==> src/rtl/morse_interval_classifier_pkg.sv <==
// Shared encodings for the Morse keying front end: event codes and the
// classifier state encoding used by the interval classifier and its consumers.
package morse_pkg;

    localparam int EVT_CODE_W = 3;

    localparam logic [EVT_CODE_W-1:0] EVT_DIT    = 3'd0;
    localparam logic [EVT_CODE_W-1:0] EVT_DASH   = 3'd1;
    localparam logic [EVT_CODE_W-1:0] EVT_INTRA  = 3'd2;
    localparam logic [EVT_CODE_W-1:0] EVT_LETTER = 3'd3;
    localparam logic [EVT_CODE_W-1:0] EVT_WORD   = 3'd4;

    typedef enum logic [1:0] {
        ST_IDLE     = 2'd0,
        ST_MARK     = 2'd1,
        ST_GAP      = 2'd2,
        ST_GAP_DONE = 2'd3
    } morse_state_e;

endpackage

==> src/rtl/morse_interval_classifier_tick_prescaler.sv <==
// Free-running tick generator: one-cycle tick every PRESCALE clocks, with a
// synchronous clear that restarts the period from zero.
module tick_prescaler #(
    parameter int PRESCALE = 60000
) (
    input  logic clk,
    input  logic rst,
    input  logic clr,
    output logic tick
);

    localparam int PW = (PRESCALE > 2) ? $clog2(PRESCALE) : 1;
    localparam logic [PW-1:0] LAST = PW'(PRESCALE - 1);

    logic [PW-1:0] pre_q;
    logic [PW-1:0] pre_d;

    always_comb begin
        tick  = (pre_q == LAST);
        pre_d = pre_q + PW'(1);
        if (clr || tick) begin
            pre_d = '0;
        end
    end

    always_ff @(posedge clk or posedge rst) begin
        if (rst) begin
            pre_q <= '0;
        end else begin
            pre_q <= pre_d;
        end
    end

endmodule

==> src/rtl/morse_interval_classifier.sv <==
// Times key-down and key-up runs with a prescaled saturating counter, classifies
// each run against the speed reference and hands one event per run downstream.
module morse_interval_classifier
    import morse_pkg::*;
#(
    parameter int PRESCALE = 60000,
    parameter int CNT_W    = 12,
    parameter int OUT_W    = 9
) (
    input  logic                  clk,
    input  logic                  reset,
    input  logic                  key,
    input  logic [OUT_W-1:0]      ref_in,
    output logic                  evt_valid,
    input  logic                  evt_ready,
    output logic [EVT_CODE_W-1:0] evt_code,
    output logic [OUT_W-1:0]      evt_len,
    output logic                  overrun,
    output logic [OUT_W-1:0]      count_out,
    output logic                  dash_dit,
    output logic                  space
);

    localparam logic [CNT_W-1:0] CNT_MAX = '1;
    localparam logic [CNT_W-1:0] OUT_MAX = {{(CNT_W-OUT_W){1'b0}}, {OUT_W{1'b1}}};

    function automatic logic [OUT_W-1:0] sat_out(input logic [CNT_W-1:0] v);
        if (v >= OUT_MAX) begin
            return '1;
        end
        return v[OUT_W-1:0];
    endfunction

    morse_state_e          state_q, state_d;
    logic                  key_q, key_d;
    logic [CNT_W-1:0]      count_q, count_d;
    logic                  evt_valid_q, evt_valid_d;
    logic [EVT_CODE_W-1:0] evt_code_q, evt_code_d;
    logic [OUT_W-1:0]      evt_len_q, evt_len_d;
    logic                  overrun_q, overrun_d;
    logic [OUT_W-1:0]      count_out_q, count_out_d;
    logic                  dash_dit_q, dash_dit_d;
    logic                  space_q, space_d;

    logic                  key_edge;
    logic                  tick;
    logic                  pre_clr;
    logic [CNT_W-1:0]      run_len;
    logic [CNT_W-1:0]      ref_ext;
    logic [CNT_W-1:0]      sp_ref;
    logic                  emit;
    logic [EVT_CODE_W-1:0] emit_code;
    logic [OUT_W-1:0]      emit_len;

    assign key_edge = key ^ key_q;
    assign pre_clr  = key_edge || (state_q == ST_IDLE);

    tick_prescaler #(
        .PRESCALE (PRESCALE)
    ) u_prescaler (
        .clk  (clk),
        .rst  (reset),
        .clr  (pre_clr),
        .tick (tick)
    );

    // run_len includes this cycle's tick, so a run of N cycles reads floor(N/PRESCALE)
    // on its closing edge and the gap timeout fires on the very tick that crosses sp_ref.
    always_comb begin
        key_d   = key;
        ref_ext = CNT_W'(ref_in);
        sp_ref  = ref_ext + (ref_ext << 1);
        run_len = count_q;
        if (tick && (count_q != CNT_MAX)) begin
            run_len = count_q + CNT_W'(1);
        end
        count_d = pre_clr ? '0 : run_len;
        emit_len = sat_out(run_len);
    end

    // Classifier FSM: edges close a run; a long gap flushes a WORD without an edge.
    always_comb begin
        state_d   = state_q;
        emit      = 1'b0;
        emit_code = EVT_DIT;
        case (state_q)
            ST_IDLE: begin
                if (key_edge && key) begin
                    state_d = ST_MARK;
                end
            end
            ST_MARK: begin
                if (key_edge) begin
                    emit      = 1'b1;
                    emit_code = (run_len <= ref_ext) ? EVT_DIT : EVT_DASH;
                    state_d   = ST_GAP;
                end
            end
            ST_GAP: begin
                if (key_edge) begin
                    emit    = 1'b1;
                    state_d = ST_MARK;
                    if (run_len <= ref_ext) begin
                        emit_code = EVT_INTRA;
                    end else if (run_len <= sp_ref) begin
                        emit_code = EVT_LETTER;
                    end else begin
                        emit_code = EVT_WORD;
                    end
                end else if (run_len > sp_ref) begin
                    emit      = 1'b1;
                    emit_code = EVT_WORD;
                    state_d   = ST_GAP_DONE;
                end
            end
            ST_GAP_DONE: begin
                if (key_edge) begin
                    state_d = ST_MARK;
                end
            end
            default: begin
                state_d = ST_IDLE;
            end
        endcase
    end

    // Holding register: valid/ready handshake. An event transfers on any cycle where
    // evt_valid && evt_ready; a fresh emission may refill the slot in that same cycle.
    // An emission that finds the slot full and not being accepted is dropped (sticky overrun).
    always_comb begin
        evt_valid_d = evt_valid_q;
        evt_code_d  = evt_code_q;
        evt_len_d   = evt_len_q;
        overrun_d   = overrun_q;
        if (emit && (!evt_valid_q || evt_ready)) begin
            evt_valid_d = 1'b1;
            evt_code_d  = emit_code;
            evt_len_d   = emit_len;
        end else if (emit) begin
            overrun_d = 1'b1;
        end else if (evt_valid_q && evt_ready) begin
            evt_valid_d = 1'b0;
        end
    end

    always_comb begin
        count_out_d = '0;
        dash_dit_d  = 1'b0;
        space_d     = 1'b0;
        if (state_q != ST_IDLE) begin
            count_out_d = sat_out(count_q);
            dash_dit_d  = (count_q > ref_ext);
            space_d     = (count_q > sp_ref);
        end
    end

    always_ff @(posedge clk or posedge reset) begin
        if (reset) begin
            state_q     <= ST_IDLE;
            key_q       <= 1'b0;
            count_q     <= '0;
            evt_valid_q <= 1'b0;
            evt_code_q  <= '0;
            evt_len_q   <= '0;
            overrun_q   <= 1'b0;
            count_out_q <= '0;
            dash_dit_q  <= 1'b0;
            space_q     <= 1'b0;
        end else begin
            state_q     <= state_d;
            key_q       <= key_d;
            count_q     <= count_d;
            evt_valid_q <= evt_valid_d;
            evt_code_q  <= evt_code_d;
            evt_len_q   <= evt_len_d;
            overrun_q   <= overrun_d;
            count_out_q <= count_out_d;
            dash_dit_q  <= dash_dit_d;
            space_q     <= space_d;
        end
    end

    assign evt_valid = evt_valid_q;
    assign evt_code  = evt_code_q;
    assign evt_len   = evt_len_q;
    assign overrun   = overrun_q;
    assign count_out = count_out_q;
    assign dash_dit  = dash_dit_q;
    assign space     = space_q;

endmodule

==> config.mk <==
export PLATFORM = sky130hd
export DESIGN_NAME = morse_interval_classifier
export DESIGN_NICKNAME = d
export VERILOG_FILES = /design/src/rtl/morse_interval_classifier_pkg.sv /design/src/rtl/morse_interval_classifier_tick_prescaler.sv /design/src/rtl/morse_interval_classifier.sv
export SDC_FILE = /design/constraint.sdc
export NUM_CORES = 1
export LEC_CHECK = 0
export CORE_UTILIZATION = 50
export CTS_CLUSTER_SIZE = 30
export DETAILED_ROUTE_END_ITERATION = 10
export HOLD_SLACK_MARGIN = 0.15
export PLACE_DENSITY = 0.75
export SYNTH_ARGS = -nofsm -noshare
export SYNTH_HDL_FRONTEND = slang
export SYNTH_SLANG_ARGS = --single-unit
==> constraint.sdc <==
create_clock -name clk -period 5.7 [get_ports clk]
set_clock_uncertainty 0.05 [all_clocks]
set_input_delay 0.855 -clock clk [delete_from_list [all_inputs] [get_ports clk]]
set_output_delay 0.855 -clock clk [all_outputs]
set_load 0.02 [all_outputs]
==> run_results.csv <==
group,metric,value,unit
sta,slew-limit-headroom,46.0,%
yosys,syn_avg_cell_area,9.45,um^2
detailed_routing,via_per_inst,5.84,
setup_path,crit_path_max_incr_delay,0.75,ns
layout,antenna_cells_inserted,0,
setup_path,timing.critical_path.cells,"clkdlybuf4s50_1 -> ha_1 -> inv_1 -> fa_1 -> nor2b_1 -> o2111ai_1 -> nand4b_1 -> xnor2_1 -> ha_1 -> nand4_1 -> inv_1 -> o21ai_0 -> a211oi_1 -> a311oi_1 -> o311ai_2 -> o211ai_2 -> a211oi_4 -> mux2_1",
yosys,yosysTopAreaCell,"dfrtp_1",
clocking,tritoncts,"done",
clocking,ctsResizeCount,0,
sta,grt_setup_unrepaired,"no",
yosys,syn-num-nets,502,
setup_path,timing_worst_setup_path_type,"in2reg",
yosys,ys.warnings.count,0,
run,cap_violations,0,
placed_design,hpwlAfterDp,7320,um
global_routing,grtUsageMet2,39.6,%
clocking,cts_clk_pin_slew_worst_paths,0.10,ns
clocking,sink_count,56,
yosys,ys_types,64,
global_routing,grt_first_pass_wirelength,16000,um
global_routing,overflow,0,
status,run_status,"completed",
clocking,cts_buffers,5,
clocking,htree_num_levels,2,
yosys,ys_async_sr_fraction,100,%
setup_path,r2r.worst_path.cells,17,
setup_path,timing.critical_path.from_type,"input port",
placed_design,routabilityCongestion,0.942,
clocking,worstSkewPairLatency,0.31,ns
power_and_ir_drop,power.density_cell_area,234,mW/mm^2
power_and_ir_drop,max_vdd_drop,248,uV
detailed_routing,via_count,3363,
die,die_footprint,0.00861,mm^2
yosys,ys_top_cells_by_area,"dfrtp_1 34%, ha_1 16%, nor2_1 5.3%, inv_1 3.4%, xnor2_1 3.0%",
sta,max_slew_vio_count,0,
global_routing,grtUsageMet3,3.61,%
placed_design,portBuffers,37,
global_routing,first_global_vias,3293,
die,num_io_pins,38,
global_routing,maximum_number_of_pins_on_one_net_before_global_route_repair,57,
yosys,synth_enable_flop_cells,0,
setup_path,critPathRequiredTime,5.85,ns
detailed_routing,ant_nets,0,
yosys,synth.cell_area,0.00412,mm^2
clocking,clock_tree.root_cell,"clkbuf_8",
setup_path,timing.critical_path.arrival,5.36,ns
setup_path,endpoint_kind,"flip-flop",
setup_path,timing.rr.start,"u_prescaler.pre_q[0]",
worst_hold_path,worst_hold_path_type,"reg2reg",
detailed_routing,totalWireLength,9320,um
setup_path,crit_path_start,"ref_in[0]",
clocking,post_cts_buffers,0,
sta,setup_viol,0,
clocking,ctsLongestPathBuffers,2,
setup_path,critical_path.max_fanout,12,
global_routing,globalRouteMet1Util,30.6,%
die,design.core.area,0.00785,mm^2
layout,drive_gt1_share,7.81,%
layout,most-common-layout-cells,"58 x nor2_1, 56 x dfrtp_1, 52 x ha_1",
layout,nets,540,
die,die_width,92.8,um
yosys,post_synth_inst_count,436,
yosys,synth_top_flop_cell,"dfrtp_1",
global_routing,antenna_found_initial,0,
worst_hold_path,holdPathStages,1,
worst_hold_path,worstHoldStart,"overrun",
sta,timing.final.crit_share,91.4,%
die,fp.dieH,92.8,um
detailed_routing,drc_violations,0,
detailed_routing,drt_first_pass_iters,4,
die,initial_core_util,52.5,%
sta,tightest_slew,0.807,ns
detailed_routing,post_drt_wl_per_cell,16.2,um
yosys,ys_seq_area_share,34.0,%
layout,syn_to_final_growth,14.6,%
detailed_routing,drt-initial-drc-count,242,
layout,utilization,60.2,%
yosys,synth.ff_latch_count,56,
sta,achievable-frequency,0.192,GHz
sta,hold_viol_final,0,
yosys,synth_top_area_share,34.0,%
global_routing,grtUsageTotal,23.6,%
sta,min_period,5.21,ns
sta,final.setup.tns,0,ns
clocking,number_of_buffers_inserted_by_hold_repair_at_cts,0,
setup_path,timing.critical_path.slowest_stage_cell,"a211oi_4",
layout,leading_cell_type_in_the_layout_fill_and_taps_excluded,"nor2_1",
die,num_rows,32,
power_and_ir_drop,leakage,2.35,nW
power_and_ir_drop,design_power_total,1.10,mW
layout,final.fill_count,674,
global_routing,grt-busiest-layer,"met2",
## worst max-delay path: cells and delay by family
| kind | cells | cell delay (ns) |
|---|---|---|
| buffers and inverters | 3 | 0.66 |
| multiplexers | 1 | 0.38 |
| AND/OR/NAND/NOR | 3 | 0.44 |
| adder cells (fa/ha/maj) | 3 | 0.97 |
| XOR/XNOR | 1 | 0.13 |
| AO/OA/AOI/OAI | 7 | 1.92 |
## area by class of cell
cell class / instances / area, um^2 / share of cell area, %
clock inverter: 2 / 60.1 / 1.27
tap: 102 / 128 / 2.70
inverter: 38 / 143 / 3.02
clock buffer: 5 / 68.8 / 1.46
sequential: 56 / 1400 / 29.7
multi-input combinational: 334 / 2540 / 53.7
timing repair buffer: 39 / 385 / 8.16
## Yosys cell counts, drive strengths merged, types with 5 or more instances
cell type  instances
o21ai             19
nand4             12
mux2i              6
nor2              58
mux2              10
nand2b             5
o21a              11
nor2b             11
and3               6
a21oi             14
nor3              11
nand2             26
nand3             15
inv               38
dfrtp             56
ha                52
xor2              14
xnor2             14
clkbuf             5
## path summary, 6_finish.rpt
| check | to | slack [ns] |
|---|---|---|
| min in group asynchronous | evt_len[0] | 0.99 |
| max in group asynchronous | space | 4.13 |
| worst min register to register | overrun | 0.44 |
| worst max register to register | evt_len[6] | 0.74 |
| worst max-delay path | evt_len[6] | 0.49 |
| worst min-delay path | overrun | 0.44 |
## cell families (layout without fill, tap and decap cells)
group                      after synthesis  in the layout  synth area share, %
xor gates and xnor gates                29             29                 6.50
buffers and inverters                   46             84                 4.43
and+or+nand+nor                        164            164                 21.2
adders and majority gates               55             55                 16.8
AOI/OAI and AO/OA                       70             70                 12.2
DFF                                     56             56                 34.0
muxes                                   16             16                 4.92
## state kept, by name, summed over array words and instances, names as in the netlist
signal,flops
u_prescaler.pre_q,16
count_q,12
count_out,9
evt_len,9
evt_code,3
state_q,2
dash_dit,1
evt_valid,1
key_q,1
overrun,1
space,1
## through the flow
step | instances | area (um^2) | hold slack (ns) | worst slack, ns
2_1_floorplan | 436 | 4120 | 0.398 | 1.50
3_3_place_gp | 569 | 4590 | 0.409 | 0.482
3_5_place_dp | 569 | 4590 | 0.410 | 0.262
4_1_cts | 576 | 4720 | 0.437 | 0.571
5_1_grt | 576 | 4720 | 0.461 | 0.205
6_report | 576 | 4720 | 0.437 | 0.491
## layer usage
layer	vias up	part of all wire (%)
li1	1607	-
met1	1626	44
met2	105	48
met3	25	5.4
met4	0	2.7
met5	-	0
## power breakdown
| part | switching [mW] | total (mW) | internal, mW | leakage (nW) |
|---|---|---|---|---|
| combinational | 0.221 | 0.366 | 0.145 | 1.52 |
| clock | 0.125 | 0.298 | 0.173 | 0.0642 |
| sequential | 0.0190 | 0.440 | 0.421 | 0.770 |
No activity file was read; power rests on OpenSTA's default activity.
